<file path="config.mk">
export PLATFORM = sky130hd
export DESIGN_NAME = f_pc_ctrl_flat
export DESIGN_NICKNAME = d
export VERILOG_FILES = /design/src/rtl/f_pc_ctrl_if.sv /design/src/rtl/f_pc_ctrl.sv /design/src/flat_wrapper.sv
export SDC_FILE = /design/constraint.sdc
export NUM_CORES = 1
export LEC_CHECK = 0
export ABC_AREA = 0
export CAP_MARGIN = 5
export CORE_MARGIN = 2
export CORE_UTILIZATION = 30
export CTS_BUF_LIST = sky130_fd_sc_hd__clkbuf_2
export DETAILED_ROUTE_END_ITERATION = 10
export PLACE_DENSITY = 0.55
export SYNTH_ARGS = -nofsm -noshare
export SYNTH_HDL_FRONTEND = slang
export SYNTH_SLANG_ARGS = --single-unit
</file>
<file path="constraint.sdc">
create_clock -name i_clk -period 6.21 [get_ports i_clk]
set_input_delay 0.9315 -clock i_clk [delete_from_list [all_inputs] [get_ports i_clk]]
set_output_delay 0.9315 -clock i_clk [all_outputs]
set_load 0.02 [all_outputs]
</file>
<file path="src/rtl/f_pc_ctrl_if.sv">
// Fetch-stage bus between the PC sequencer and the rest of the core:
// D-stage next-PC controls, instruction-memory port and F/D register outputs.
interface f_pc_ctrl_if;
   logic        i_stall;
   logic [2:0]  i_npcOp;
   logic        i_jumpEn_of_B;
   logic [31:0] i_jr_target;
   logic [31:0] i_imem_rdata;
   logic [31:0] o_imem_addr;
   logic [31:0] o_F_pc;
   logic [31:0] o_D_pc;
   logic [31:0] o_D_instr;
   logic        o_D_valid;
   logic        o_addr_err;

   // master: the fetch sequencer itself; slave: the core / memory side
   modport master (
      input  i_stall, i_npcOp, i_jumpEn_of_B, i_jr_target, i_imem_rdata,
      output o_imem_addr, o_F_pc, o_D_pc, o_D_instr, o_D_valid, o_addr_err
   );
   modport slave (
      output i_stall, i_npcOp, i_jumpEn_of_B, i_jr_target, i_imem_rdata,
      input  o_imem_addr, o_F_pc, o_D_pc, o_D_instr, o_D_valid, o_addr_err
   );
endinterface

</file>
<file path="src/rtl/f_pc_ctrl.sv">
// Fetch-stage PC sequencer and F/D pipeline register for the 5-stage MIPS core.
// Redirects decoded in D take effect on the next edge; the delay slot is never squashed.
module f_pc_ctrl #(
   parameter logic [31:0] PC_RESET = 32'h0000_3000,
   parameter logic [31:0] PC_LO    = 32'h0000_3000,
   parameter logic [31:0] PC_HI    = 32'h0000_6FFC
) (
   input  logic          i_clk,
   input  logic          i_reset_n,
   f_pc_ctrl_if.master   bus
);

   typedef enum logic [2:0] {
      NPC_PC4    = 3'd0,
      NPC_BRANCH = 3'd1,
      NPC_J      = 3'd2,
      NPC_JR     = 3'd3
   } npc_op_e;

   logic [31:0] pc;
   logic [31:0] d_pc;
   logic [31:0] d_instr;
   logic        d_valid;
   logic        addr_err;

   logic [31:0] pc4_d;
   logic [31:0] br_target;
   logic [31:0] j_target;
   logic [31:0] next_pc;
   logic        next_illegal;

   // Targets come only from D-stage registers, so no input reaches an output combinationally.
   always_comb begin
      pc4_d     = d_pc + 32'd4;
      br_target = pc4_d + {{14{d_instr[15]}}, d_instr[15:0], 2'b00};
      j_target  = {pc4_d[31:28], d_instr[25:0], 2'b00};

      // NOTE: every always_comb output gets a default first so no path leaves it unassigned (no latch).
      next_pc = pc + 32'd4;
      if (d_valid) begin
         case (bus.i_npcOp)
            NPC_BRANCH: if (bus.i_jumpEn_of_B) next_pc = br_target;
            NPC_J:      next_pc = j_target;
            NPC_JR:     next_pc = bus.i_jr_target;
            default:    next_pc = pc + 32'd4;
         endcase
      end

      next_illegal = (next_pc < PC_LO) || (next_pc > PC_HI) || (next_pc[1:0] != 2'b00);
   end

   // NOTE: sequential state uses non-blocking assignments so every register samples pre-edge values.
   always_ff @(posedge i_clk) begin
      if (!i_reset_n) begin
         pc       <= PC_RESET;
         d_pc     <= PC_RESET;
         d_instr  <= 32'd0;
         d_valid  <= 1'b0;
         addr_err <= 1'b0;
      end else if (!bus.i_stall) begin
         pc      <= next_pc;
         d_pc    <= pc;
         d_instr <= bus.i_imem_rdata;
         d_valid <= 1'b1;
         // Sticky: the illegal PC is still loaded and fetched; handling is downstream.
         if (next_illegal) addr_err <= 1'b1;
      end
   end

   assign bus.o_imem_addr = pc;
   assign bus.o_F_pc      = pc;
   assign bus.o_D_pc      = d_pc;
   assign bus.o_D_instr   = d_instr;
   assign bus.o_D_valid   = d_valid;
   assign bus.o_addr_err  = addr_err;

endmodule

</file>
<file path="src/flat_wrapper.sv">
// flat-port wrapper written by rule: the top's interface ports become plain ports
module f_pc_ctrl_flat 
#(
   parameter logic [31:0] PC_RESET = 32'h0000_3000,
   parameter logic [31:0] PC_LO    = 32'h0000_3000,
   parameter logic [31:0] PC_HI    = 32'h0000_6FFC
)
  (i_clk, i_reset_n, bus_i_stall, bus_i_npcOp, bus_i_jumpEn_of_B, bus_i_jr_target, bus_i_imem_rdata, bus_o_imem_addr, bus_o_F_pc, bus_o_D_pc, bus_o_D_instr, bus_o_D_valid, bus_o_addr_err);
  f_pc_ctrl_if bus_i ();
  input  logic i_clk;
  input  logic i_reset_n;
  input wire logic [$bits(bus_i.i_stall)-1:0] bus_i_stall;
  input wire logic [$bits(bus_i.i_npcOp)-1:0] bus_i_npcOp;
  input wire logic [$bits(bus_i.i_jumpEn_of_B)-1:0] bus_i_jumpEn_of_B;
  input wire logic [$bits(bus_i.i_jr_target)-1:0] bus_i_jr_target;
  input wire logic [$bits(bus_i.i_imem_rdata)-1:0] bus_i_imem_rdata;
  output wire logic [$bits(bus_i.o_imem_addr)-1:0] bus_o_imem_addr;
  output wire logic [$bits(bus_i.o_F_pc)-1:0] bus_o_F_pc;
  output wire logic [$bits(bus_i.o_D_pc)-1:0] bus_o_D_pc;
  output wire logic [$bits(bus_i.o_D_instr)-1:0] bus_o_D_instr;
  output wire logic [$bits(bus_i.o_D_valid)-1:0] bus_o_D_valid;
  output wire logic [$bits(bus_i.o_addr_err)-1:0] bus_o_addr_err;
  assign bus_i.i_stall = bus_i_stall;
  assign bus_i.i_npcOp = bus_i_npcOp;
  assign bus_i.i_jumpEn_of_B = bus_i_jumpEn_of_B;
  assign bus_i.i_jr_target = bus_i_jr_target;
  assign bus_i.i_imem_rdata = bus_i_imem_rdata;
  assign bus_o_imem_addr = bus_i.o_imem_addr;
  assign bus_o_F_pc = bus_i.o_F_pc;
  assign bus_o_D_pc = bus_i.o_D_pc;
  assign bus_o_D_instr = bus_i.o_D_instr;
  assign bus_o_D_valid = bus_i.o_D_valid;
  assign bus_o_addr_err = bus_i.o_addr_err;
  f_pc_ctrl #(.PC_RESET(PC_RESET), .PC_LO(PC_LO), .PC_HI(PC_HI)) u_core (.i_clk(i_clk), .i_reset_n(i_reset_n), .bus(bus_i));
endmodule
</file>
==> flow_metrics.tcl <==
set metrics [dict create \
    yosys_warnings 0 \
    cp-start-kind "register" \
    cts_buffers 9 \
    finalWorstSetupSlack_ns 1.46 \
    area_growth_syn_to_layout_pct 27.6 \
    max_freq_mhz 210 \
    power.total_uw 1510 \
    grt_usage 0.216 \
    root_buffer "clkbuf_2" \
    slowest_stage "or4b_2" \
    timing.final.crit_share 0.765 \
    syn_nets 1096 \
    critPathRequiredTime_ns 6.86 \
    grt_max_degree 57 \
    slew_headroom 0.263 \
    hpwl_mm 22.8 \
    ys_top_cells_by_count "nor2_1, dfxtp_1, nand2_1" \
    post_cts_buffers 0 \
    dr.first_iter.drc_count 507 \
    grt.overflow.total 0 \
    status "complete, no violations" \
    cpLargestDelayFamily "simple AND/OR/NAND/NOR gates" \
    antenna_found_initial 1 \
    ant_nets 0 \
    place_ws_ns 1.24 \
    yosysTopAreaCell "dfxtp_1" \
    gp_congestion 0.947 \
    pin_count 201 \
    ys_async_sr_fraction 0 \
    grt_pass1_wl_mm 44.4 \
    cp_num_buf_inv 0 \
    final_area_mm2 0.00990 \
    hold_end "u_core.bus.o_D_instr[31]" \
    maxCapViolations 0 \
    rsz0062_at_grt "false" \
    fin_nets 1232 \
    hold_ws_ns 0.540 \
    ys_seq_area_frac 0.253 \
    yosys_most_used_dff "dfxtp_1" \
    finClkSkew_ns 0.0435 \
    synth.distinct_cells 82 \
    leakagePower_uw 0.00382 \
    reg2reg_slack_ns 1.46 \
    worst_pin_slew_ns 1.10 \
    hold_viol 0 \
    die_x_um 165 \
    syn_area_mm2 0.00776 \
    core-area_mm2 0.0253 \
    drive_gt1_frac 0.0416 \
    min_path_type "register to register" \
    cts-resized-gates 0 \
    drt-total-wl_mm 29.5 \
    cts_max_level 3 \
    first_pass_iters 5 \
    hold_depth 2 \
    cts_tree "built" \
    cp.arrival_ns 5.40 \
    worstRegToRegCells 16 \
    yosysTopAreaCellShare 0.253 \
    endpoint_kind "register" \
    dpl_cell_area_mm2 0.00976 \
    port_buffers 200 \
    r2r_start "u_core.bus.o_D_pc[2]" \
    routedWlPerCell_um 20.2 \
    clk_path_buf_depth 2 \
    die_h_um 165 \
    drc 0 \
    grt_pass1_vias 7630 \
    period_minus_slack_ns 4.75 \
    syn_inst 990 \
    synth_area_leaders "dfxtp_1, mux2i_1, nor2_1, ha_1, nand2_1" \
    vdd_drop_max_uv 79.5 \
    rows 58 \
    setup_viol 0 \
    drv_slew 0 \
    hold_path.startpoint "u_core.bus.o_D_instr[31]" \
    vias_per_cell 5.43 \
    synth_edf_count 0 \
    clk_latency_ns 0.68 \
    crit_chain "ha_1 -> nand4_1 -> nor2_1 -> nand2_1 -> xnor2_1 -> ha_1 -> o21ai_0 -> o211ai_1 -> a211oi_1 -> a21oi_1 -> or4b_2 -> o211a_1 -> xnor2_1 -> o221ai_1 -> and2b_1 -> a21oi_1" \
    syn_avg_cell_area_um2 7.84 \
    reg2reg_to "u_core.bus.o_addr_err" \
    max_stage_delay_ns 0.65 \
    clkTransAtPathRegs_ns 0.33 \
    vias 7945 \
    path_max_fanout 8 \
    p_per_area_mw_per_mm2 153 \
    hold_buffers 0 \
    post-synth-top-count-cell "nor2_1" \
    setup_tns_ns 0 \
    synth_seq_cells 98 \
    initial_core_util 0.306 \
    die_area_mm2 0.0272 \
    crit_type "register to register" \
    cts.sinks 98 \
]
flip-flops by register name (all words and copies together), names as in the netlist:
signal,count
u_core.bus.o_F_pc,32
u_core.bus.o_D_pc,32
u_core.bus.o_addr_err,1
u_core.bus.o_D_valid,1
u_core.bus.o_D_instr,32
metal layers:
layer / track usage / vias to the layer above / part of all wire
li1: - / 3849 / -
met1: 0.253 / 3722 / 0.41
met2: 0.379 / 305 / 0.49
met3: 0.0429 / 69 / 0.059
met4: 0.100 / 0 / 0.049
met5: 0 / - / 0
layout by cell type (no fill, tap or decap), types with 5 or more instances in the layout:
master / count
nor2_1: 138
ha_1: 34
a211oi_1: 16
or3_1: 5
nand2_1: 87
and3_1: 9
a22oi_1: 8
nor3_1: 15
and4_1: 5
mux2i_1: 77
nand3_1: 35
xor2_1: 31
o21ai_0: 34
a21oi_1: 59
xnor2_1: 35
clkbuf_2: 11
inv_1: 19
clkdlybuf4s50_1: 199
a221oi_1: 8
a31oi_1: 7
o22ai_1: 7
nor4_1: 9
o21a_1: 12
and2_1: 6
o211ai_1: 8
nand2b_1: 7
dfxtp_1: 98
buf_4: 11
a21o_1: 13
a221o_1: 9
nand4_1: 29
worst reg2reg max path: cells and delay by family, from the launching register on:
kind            cells  cell delay (ns)
flops               1             0.48
simple gates        5             1.78
compound gates      7             1.48
xor+xnor            2             0.32
fa+ha+maj           2             0.68
cell type report:
class | instances | area (um^2)
fill | 2676 | 15400
multi-input combinational | 786 | 5230
timing repair buffer | 211 | 2080
sequential | 98 | 1960
tap | 330 | 413
clock inverter | 5 | 86.3
inverter | 20 | 75.1
clock buffer | 11 | 55.1
antenna | 1 | 2.50
metrics by stage:
step	std cells	util
global placement	1444	0.385
floorplan	990	-
finish	1462	0.391
global route	1462	0.391
detailed placement	1445	0.385
CTS	1461	0.391
where the power goes:
| group | internal (uW) | leakage, uW | switching, uW |
|---|---|---|---|
| logic | 187 | 0.00293 | 222 |
| registers | 659 | 0.000801 | 47.3 |
| clock network | 140 | 0.0000867 | 258 |
| total | 985 | 0.00382 | 528 |
worst max-delay path by stage:
stage | from | to | depth (start not counted)
after global routing | u_core.bus.o_D_pc[2] | u_core.bus.o_addr_err | 16
final | u_core.bus.o_D_pc[2] | u_core.bus.o_addr_err | 16
after global placement | bus_i_jumpEn_of_B | u_core.bus.o_addr_err | 10
after detailed placement | bus_i_npcOp[2] | u_core.bus.o_addr_err | 11
after CTS | u_core.bus.o_D_pc[2] | u_core.bus.o_addr_err | 16
after floorplan | u_core.bus.o_D_pc[4] | u_core.bus.o_addr_err | 16
cells by family after synthesis:
group | synth area share
AND/OR/NAND/NOR | 0.240
AO/OA/AOI/OAI | 0.199
XOR/XNOR | 0.0745
flip-flops | 0.253
adder cells (fa/ha/maj) | 0.0574
multiplexers | 0.101
buffers and inverters | 0.0750
Power figures use the tool's default switching activity.
